`config.mk`:
```
export PLATFORM = sky130hd
export DESIGN_NAME = dbg_reg_reader
export DESIGN_NICKNAME = d
export VERILOG_FILES = /design/src/rtl/dbg_reg_reader_pkg.sv /design/src/rtl/dbg_reg_reader.sv
export SDC_FILE = /design/constraint.sdc
export NUM_CORES = 1
export LEC_CHECK = 0
export BUFFER_PORTS_ARGS = -buffer_cell sky130_fd_sc_hd__clkbuf_2
export CORE_UTILIZATION = 35
export DETAILED_ROUTE_END_ITERATION = 6
export GPL_ROUTABILITY_DRIVEN = 0
export GPL_TIMING_DRIVEN = 1
export PLACE_DENSITY = 0.59
export SYNTH_ARGS = -nofsm -noshare
export SYNTH_HDL_FRONTEND = slang
export SYNTH_SLANG_ARGS = --single-unit
```
`constraint.sdc`:
```
create_clock -name CLK -period 3.8 [get_ports CLK]
set_input_delay 0.38 -clock CLK [delete_from_list [all_inputs] [get_ports CLK]]
set_output_delay 0.38 -clock CLK [all_outputs]
set_load 0.005 [all_outputs]
```
`src/rtl/dbg_reg_reader_pkg.sv`:
```
`default_nettype none
// ============================================================================
// Module      : dbg_reg_reader_pkg
// Description : Shared debug package. Holds the register-dump FSM state
//               encodings, the default frame header byte and the UART
//               framing constants used by the debug path.
// Revision    : 1.0 - initial release
// ============================================================================
package dbg_reg_reader_pkg;

    // Register-dump sequencer states
    typedef enum logic [2:0] {
        ST_IDLE   = 3'd0,
        ST_HALT   = 3'd1,
        ST_HEADER = 3'd2,
        ST_LATCH  = 3'd3,
        ST_SEND   = 3'd4,
        ST_NEXT   = 3'd5,
        ST_DONE   = 3'd6
    } dbg_state_e;

    // Frame header byte that opens every register dump
    localparam logic [7:0] c_DBG_HDR_DEFAULT = 8'hA5;

    // UART framing constants shared with the transmitter
    localparam int c_UART_DATA_BITS    = 8;
    localparam int c_UART_STOP_BITS    = 1;
    localparam int c_UART_CLKS_PER_BIT = 868;

    // Width of a counter indexing nbytes bytes; never narrower than 1 bit
    function automatic int bcnt_width(input int nbytes);
        return (nbytes > 1) ? $clog2(nbytes) : 1;
    endfunction

endpackage : dbg_reg_reader_pkg
`default_nettype wire

```
`src/rtl/dbg_reg_reader.sv`:
```
`default_nettype none
// ============================================================================
// Module      : dbg_reg_reader
// Description : Halts the CPU, walks the register file through its debug
//               read port and streams a header byte followed by every
//               register (LSB first) to a UART transmitter over a
//               valid/ready byte handshake. All outputs are registered.
// Revision    : 1.0 - initial release
// ============================================================================
module dbg_reg_reader
    import dbg_reg_reader_pkg::*;
#(
    parameter int         NREGS  = 32,
    parameter int         AWIDTH = 5,
    parameter int         DWIDTH = 32,
    parameter logic [7:0] HDR    = c_DBG_HDR_DEFAULT
) (
    input  logic              CLK,
    input  logic              RSTn,
    input  logic              i_start,
    output logic              o_dbg_run,
    output logic [AWIDTH-1:0] o_dbg_addr,
    input  logic [DWIDTH-1:0] i_dbg_reg,
    output logic [7:0]        o_tx_data,
    output logic              o_tx_valid,
    input  logic              i_tx_ready,
    output logic              o_busy,
    output logic              o_done
);

    localparam int                 c_NBYTES    = DWIDTH / 8;
    localparam int                 c_BCNT_W    = bcnt_width(c_NBYTES);
    localparam logic [c_BCNT_W-1:0] c_LAST_BYTE = c_BCNT_W'(c_NBYTES - 1);
    localparam logic [AWIDTH-1:0]   c_LAST_ADDR = AWIDTH'(NREGS - 1);

    dbg_state_e          r_state;
    logic                r_dbg_run;
    logic [AWIDTH-1:0]   r_dbg_addr;
    logic [7:0]          r_tx_data;
    logic                r_tx_valid;
    logic                r_busy;
    logic                r_done;
    logic [DWIDTH-1:0]   r_shreg;
    logic [c_BCNT_W-1:0] r_bcnt;

    logic                w_accept;
    logic                w_last_byte;
    logic [DWIDTH-1:0]   w_shreg_nxt;

    // A byte only counts as taken while we are actually offering one
    assign w_accept    = r_tx_valid & i_tx_ready;
    assign w_last_byte = (r_bcnt == c_LAST_BYTE);

    // Next shift-register value: load on LATCH, shift one byte per accepted non-final byte
    always_comb begin
        w_shreg_nxt = r_shreg;
        if (r_state == ST_LATCH) begin
            w_shreg_nxt = i_dbg_reg;
        end else if (r_state == ST_SEND && w_accept && !w_last_byte) begin
            w_shreg_nxt = r_shreg >> 8;
        end
    end

    // Dump sequencer with registered outputs; the next byte is loaded alongside the state change
    always_ff @(posedge CLK or negedge RSTn) begin
        if (!RSTn) begin
            r_state    <= ST_IDLE;
            r_dbg_run  <= 1'b1;
            r_dbg_addr <= '0;
            r_tx_data  <= '0;
            r_tx_valid <= 1'b0;
            r_busy     <= 1'b0;
            r_done     <= 1'b0;
            r_shreg    <= '0;
            r_bcnt     <= '0;
        end else begin
            r_shreg <= w_shreg_nxt;
            case (r_state)
                ST_IDLE: begin
                    r_done <= 1'b0;
                    if (i_start) begin
                        r_state    <= ST_HALT;
                        r_dbg_run  <= 1'b0;
                        r_busy     <= 1'b1;
                        r_dbg_addr <= '0;
                    end
                end
                // One dead cycle so a write already in the CPU pipeline lands first
                ST_HALT: begin
                    r_state    <= ST_HEADER;
                    r_tx_data  <= HDR;
                    r_tx_valid <= 1'b1;
                end
                ST_HEADER: begin
                    if (w_accept) begin
                        r_state    <= ST_LATCH;
                        r_tx_valid <= 1'b0;
                    end
                end
                ST_LATCH: begin
                    r_state    <= ST_SEND;
                    r_tx_data  <= w_shreg_nxt[7:0];
                    r_tx_valid <= 1'b1;
                    r_bcnt     <= '0;
                end
                ST_SEND: begin
                    if (w_accept) begin
                        if (w_last_byte) begin
                            r_state    <= ST_NEXT;
                            r_tx_valid <= 1'b0;
                        end else begin
                            r_tx_data <= w_shreg_nxt[7:0];
                            r_bcnt    <= r_bcnt + c_BCNT_W'(1);
                        end
                    end
                end
                ST_NEXT: begin
                    if (r_dbg_addr == c_LAST_ADDR) begin
                        r_state    <= ST_DONE;
                        r_done     <= 1'b1;
                        r_dbg_run  <= 1'b1;
                        r_dbg_addr <= '0;
                    end else begin
                        r_state    <= ST_LATCH;
                        r_dbg_addr <= r_dbg_addr + AWIDTH'(1);
                    end
                end
                ST_DONE: begin
                    r_state <= ST_IDLE;
                    r_done  <= 1'b0;
                    r_busy  <= 1'b0;
                end
                default: begin
                    r_state    <= ST_IDLE;
                    r_dbg_run  <= 1'b1;
                    r_dbg_addr <= '0;
                    r_tx_valid <= 1'b0;
                    r_busy     <= 1'b0;
                    r_done     <= 1'b0;
                end
            endcase
        end
    end

    assign o_dbg_run  = r_dbg_run;
    assign o_dbg_addr = r_dbg_addr;
    assign o_tx_data  = r_tx_data;
    assign o_tx_valid = r_tx_valid;
    assign o_busy     = r_busy;
    assign o_done     = r_done;

endmodule : dbg_reg_reader
`default_nettype wire

```
# ---- Word-level counts from Yosys, hierarchy flattened
# Index checks and enable logic that the tools add are counted.
dict set report totals {
  output_inout_bits 17
  inputBits 36
  word_cells 78
  register_bits 54
}
dict set report op_classes {
  mux 27
  eq_ne 14
  reduce_logical 20
  bitwise_logic 5
  n_addsub 2
}
# cell n
set op_table {}
lappend op_table {{32-bit 2-to-1 mux} 2}
lappend op_table {{8-bit case mux with 3 select lines} 1}
lappend op_table {{3-bit case mux with 6 select lines} 1}
lappend op_table {{8-bit 2-to-1 mux} 2}
lappend op_table {{3-bit 2-to-1 mux} 5}
lappend op_table {{5-bit case mux with 3 select lines} 1}
lappend op_table {{2-bit != test, second input constant} 6}
lappend op_table {{5-bit 2-to-1 mux} 2}
lappend op_table {{5-bit OR reduction} 2}
lappend op_table {{3-bit == test, second input constant} 3}
lappend op_table {{3-bit AND reduction} 3}
lappend op_table {{4-bit AND reduction} 2}
lappend op_table {{3-bit by 2-bit == test with 1-bit output, second input constant} 2}
lappend op_table {{1-bit 2-to-1 mux} 6}
lappend op_table {{2-bit AND reduction} 3}
lappend op_table {{5-bit by 1-bit adder with 5-bit output, second input constant} 1}
lappend op_table {{5-bit == test, second input constant} 1}
lappend op_table {{2-bit 2-to-1 mux} 2}
lappend op_table {{1-bit inverter} 4}
lappend op_table {{1-bit case mux with 2 select lines} 2}
lappend op_table {{1-bit case mux with 4 select lines} 1}
lappend op_table {{2-bit case mux with 2 select lines} 1}
lappend op_table {{2-bit nonzero test} 2}
lappend op_table {{4-bit OR reduction} 1}
lappend op_table {{other kinds (11)} 12}

# ---- Depth between registers and ports, before layout
dict set report depth {
  ltp_word 8
  mapped_depth 6
  mapped_depth_nobuf 6
}

# ---- Least setup slack after synthesis
# No wires, ideal clock.
dict set report synth_timing {
  path_kind {register -> register}
  startpoint {reg r_dbg_addr[0], in the netlist o_dbg_addr[0]}
  endpoint {reg r_dbg_addr[3], in the netlist o_dbg_addr[3]}
  setup_ns 0.082
  slack_ns 2.106
  n_path_buf 0
  stages_incl_launch_ff 7
  period_less_slack_ns 1.694
  arrival_ns 1.612
  required_ns 3.718
  path_cell_list {dfrtp_1 ha_1 and3_1 ha_1 and4bb_2 a41oi_1 a31oi_1}
}
dict set report synth_between {
  elab_chain_cells 3
  word_cells_on_any_way 4
  cone_classes {add/sub (1); eq/ne (1); mux (2)}
}
# item line_no
set synth_lines {}
lappend synth_lines {{start: declaration} dbg_reg_reader.sv:38} ;# logic [AWIDTH-1:0] r_dbg_addr;
lappend synth_lines {{start signal: assignment} dbg_reg_reader.sv:125} ;# r_dbg_addr <= r_dbg_addr + AWIDTH'(1);
lappend synth_lines {{5-bit by 1-bit adder with 5-bit output or 5-bit == test (tied branches)} {dbg_reg_reader.sv:125, dbg_reg_reader.sv:118}}
lappend synth_lines {{5-bit 2-to-1 mux *} dbg_reg_reader.sv:118} ;# if (r_dbg_addr == c_LAST_ADDR) begin
lappend synth_lines {{5-bit case mux with 3 select lines *} dbg_reg_reader.sv:78} ;# case (r_state)
# Every way passes the cells marked *; elsewhere a longest branch is shown, timed or not.
# A chain may end at the register's enable or synchronous reset.

# ---- Worst setup path after layout
dict set report layout_timing {
  startpoint {reg r_bcnt[0]}
  endpoint {reg r_shreg[8]}
}
dict set report layout_between {
  elab_chain_cells 4
}
# item line_no
set layout_lines {}
lappend layout_lines {{start: declaration} dbg_reg_reader.sv:44} ;# logic [c_BCNT_W-1:0] r_bcnt;
lappend layout_lines {{start signal: assignment} dbg_reg_reader.sv:113} ;# r_bcnt <= r_bcnt + c_BCNT_W'(1);
lappend layout_lines {{2-bit == test} dbg_reg_reader.sv:52} ;# assign w_last_byte = (r_bcnt == c_LAST_BYTE);
lappend layout_lines {{1-bit logical NOT} dbg_reg_reader.sv:59} ;# end else if (r_state == ST_SEND && w_accept && !w_last_byte) begin
lappend layout_lines {{1-bit logical AND} dbg_reg_reader.sv:59}
lappend layout_lines {{2-bit nonzero test (no line)} n/a}
lappend layout_lines {{end signal: assignment} dbg_reg_reader.sv:77} ;# r_shreg <= w_shreg_nxt;
lappend layout_lines {{end: declaration} dbg_reg_reader.sv:43} ;# logic [DWIDTH-1:0] r_shreg;
# Every way passes these cells.

==> flow_metrics.tcl <==
set metrics [dict create \
    status "finished with violations" \
    worstSetupEndpointType "flop" \
    tritoncts "done" \
    drtAntennaViolNets 0 \
    cts_buffers 5 \
    die_w_um 84.68 \
    hpwl_um 3662 \
    fin_util_pct 42.43 \
    root_buffer "clkbuf_8" \
    ys.flop_type "dfrtp_1" \
    clockBufferDepth 2 \
    skew_ps 12.49 \
    violations "DRC" \
    final_common_cell "clkbuf_2" \
    post_cts_resized 0 \
    antenna_found_initial 0 \
    grt_max_degree 47 \
    htreeDepth 2 \
    initial_core_util_pct 37.04 \
    grt.total_usage_pct 16.01 \
    row_count 29 \
    post_cts_buffers 0 \
    cts.clk_slew.worst_paths_ps 80 \
    timing.fmax_mhz 431.4 \
    period_needed_ps 2318 \
    ctsHoldBuffers 0 \
    slew_headroom_pct 38.67 \
    min-delay-path-class "input port to async pin" \
    clock_latency_ps 310 \
    rsz0062_at_grt "no" \
    dieHeight_um 84.68 \
    wl_met2_um 2347 \
    wire_per_inst_um 14.41 \
    synth_fp_nets 288 \
    postSynthAreaPerCell_um2 9.608 \
    yosys.area.top_type "dfrtp_1" \
    finalHoldViolCount 0 \
    tightest_slew_ps 917.2 \
    io_buffers 52 \
    cp_max_fo 15 \
    critPathKind "flop to flop" \
    grt_overflow 0 \
    arrival_ps 2500 \
    netlist_instances 249 \
    insertedDiodeCount 0 \
    clock_sinks 46 \
    synth_area_leaders "dfrtp_1, a21oi_1, o21ai_0" \
    viasPerCell 5.217 \
    drt-initial-drc-count 138 \
    setup_tns_ps 0 \
    async_flop_share_pct 100.0 \
    power_density_nw_per_um2 700.9 \
    vias 1920 \
    met1_length_um 2668 \
    ys_warn_count 0 \
    io_pins 53 \
    vdd_drop_max_mv 0.2138 \
    crit_path_start_kind "flop" \
    dr_wl_met3_um 211 \
    finalCritPeriodShare_pct 61.00 \
    grt_pass1_vias 1881 \
    synth_edf_count 0 \
    drv_cap 0 \
    drc 5 \
    coreArea_um2 6459 \
    yosysUniqueCellTypes 46 \
    drive_above_1_share_pct 25.77 \
    final_cell_mix "clkbuf_2, dfrtp_1, nand2_1" \
    crit_required_ps 3980 \
    ys_ff_latch 46 \
    p_leak_uw 0.001275 \
    first_pass_iters 7 \
    synth_area_um2 2392 \
    synth_top_area_share_pct 47.07 \
    dieArea_um2 7170 \
    fin_nets 329 \
    slew_viol_final 0 \
    synth_seq_area_share_pct 48.17 \
    highest_layer "met4" \
    grt_pass1_wl_um 9163 \
    finalWirelength_um 5303 \
    setup_viol 0 \
    area_growth_pct 14.54 \
]
[worst max-delay path, cell delays in order (launching register included)]
cell     delay, ps
dfrtp_1        400
ha_1           400
or4b_1         890
o32ai_1        430
a21oi_1         70
[layer usage]
metal	global-route usage [%]	vias up
met5	0	-
met4	5.085	0
met3	3.147	6
met2	24.91	38
met1	22.50	905
li1	-	971
[cells in the mapped netlist, types with 2 or more instances]
master    count
a221oi_1      2
o21ai_1      11
nand2_1      23
nand2b_1      9
ha_1          3
a211o_1       4
a21oi_1      19
a41oi_1       4
nor2b_1      12
a221o_1       3
a31oi_1      11
buf_6         3
nor2_1       15
and2_1        7
buf_2        10
o21ai_0      19
dfrtp_1      45
and3_1        5
clkbuf_1      6
o221a_2       4
nand3_1       2
o22ai_1       2
inv_1         6
o21bai_1      2
[stage by stage]
stage | hold WS (ps) | instance area (um^2) | power, uW | setup slack, ps | std cells
after global routing | 225.0 | 2740 | 2088 | 1403 | 368
after CTS | 180.1 | 2740 | 1942 | 1509 | 368
after detailed placement | 461.3 | 2654 | 1641 | 1523 | 360
after global placement | 458.7 | 2654 | 1616 | 1582 | 360
final | 152.9 | 2740 | 1921 | 1482 | 368
after floorplan | 84.41 | 2392 | 1433 | 2106 | 249
[cells by family after synthesis]
kind of cell,Yosys count,share of synthesized area (%)
mux,2,0.8891
flops,46,48.17
fa+ha+maj,3,1.569
buf+inv,27,5.858
compound gates,86,23.06
simple gates,85,20.45
[worst paths after layout]
kind	end	start	slack [ps]	cells past startpoint
worst max register to register	r_shreg[8]	r_bcnt[0]	1480	4
worst min-delay path	r_shreg[28]	RSTn	150	2
worst max-delay path	r_shreg[8]	r_bcnt[0]	1480	4
max in group asynchronous	r_shreg[14]	RSTn	3250	2
min in group CLK	r_shreg[26]	i_dbg_reg[26]	280	3
worst min register to register	o_dbg_run	o_dbg_run	480	2
[where the power goes]
part	internal, uW	switching [uW]	leakage, uW
registers	699	200	0.000553
logic	346	380	0.000676
clock network	130	166	0.0000452
total	1170	746	0.00127
[final cells by class]
cell class / instances / area [um^2]
clock buffer: 6 / 72.57
timing repair buffer: 55 / 282.8
multi-input combinational: 176 / 1100
sequential: 46 / 1152
tap: 77 / 96.34
fill: 663 / 3719
clock inverter: 2 / 13.76
inverter: 6 / 22.52
[registers in the layout, indices dropped and copies added, names as in the netlist]
signal and count:
o_busy 1, o_dbg_addr 5, o_dbg_run 1, o_done 1, o_tx_data 8, o_tx_valid 1
r_bcnt 2, r_shreg 24, r_state 3
(Power assumes the default switching activity.)
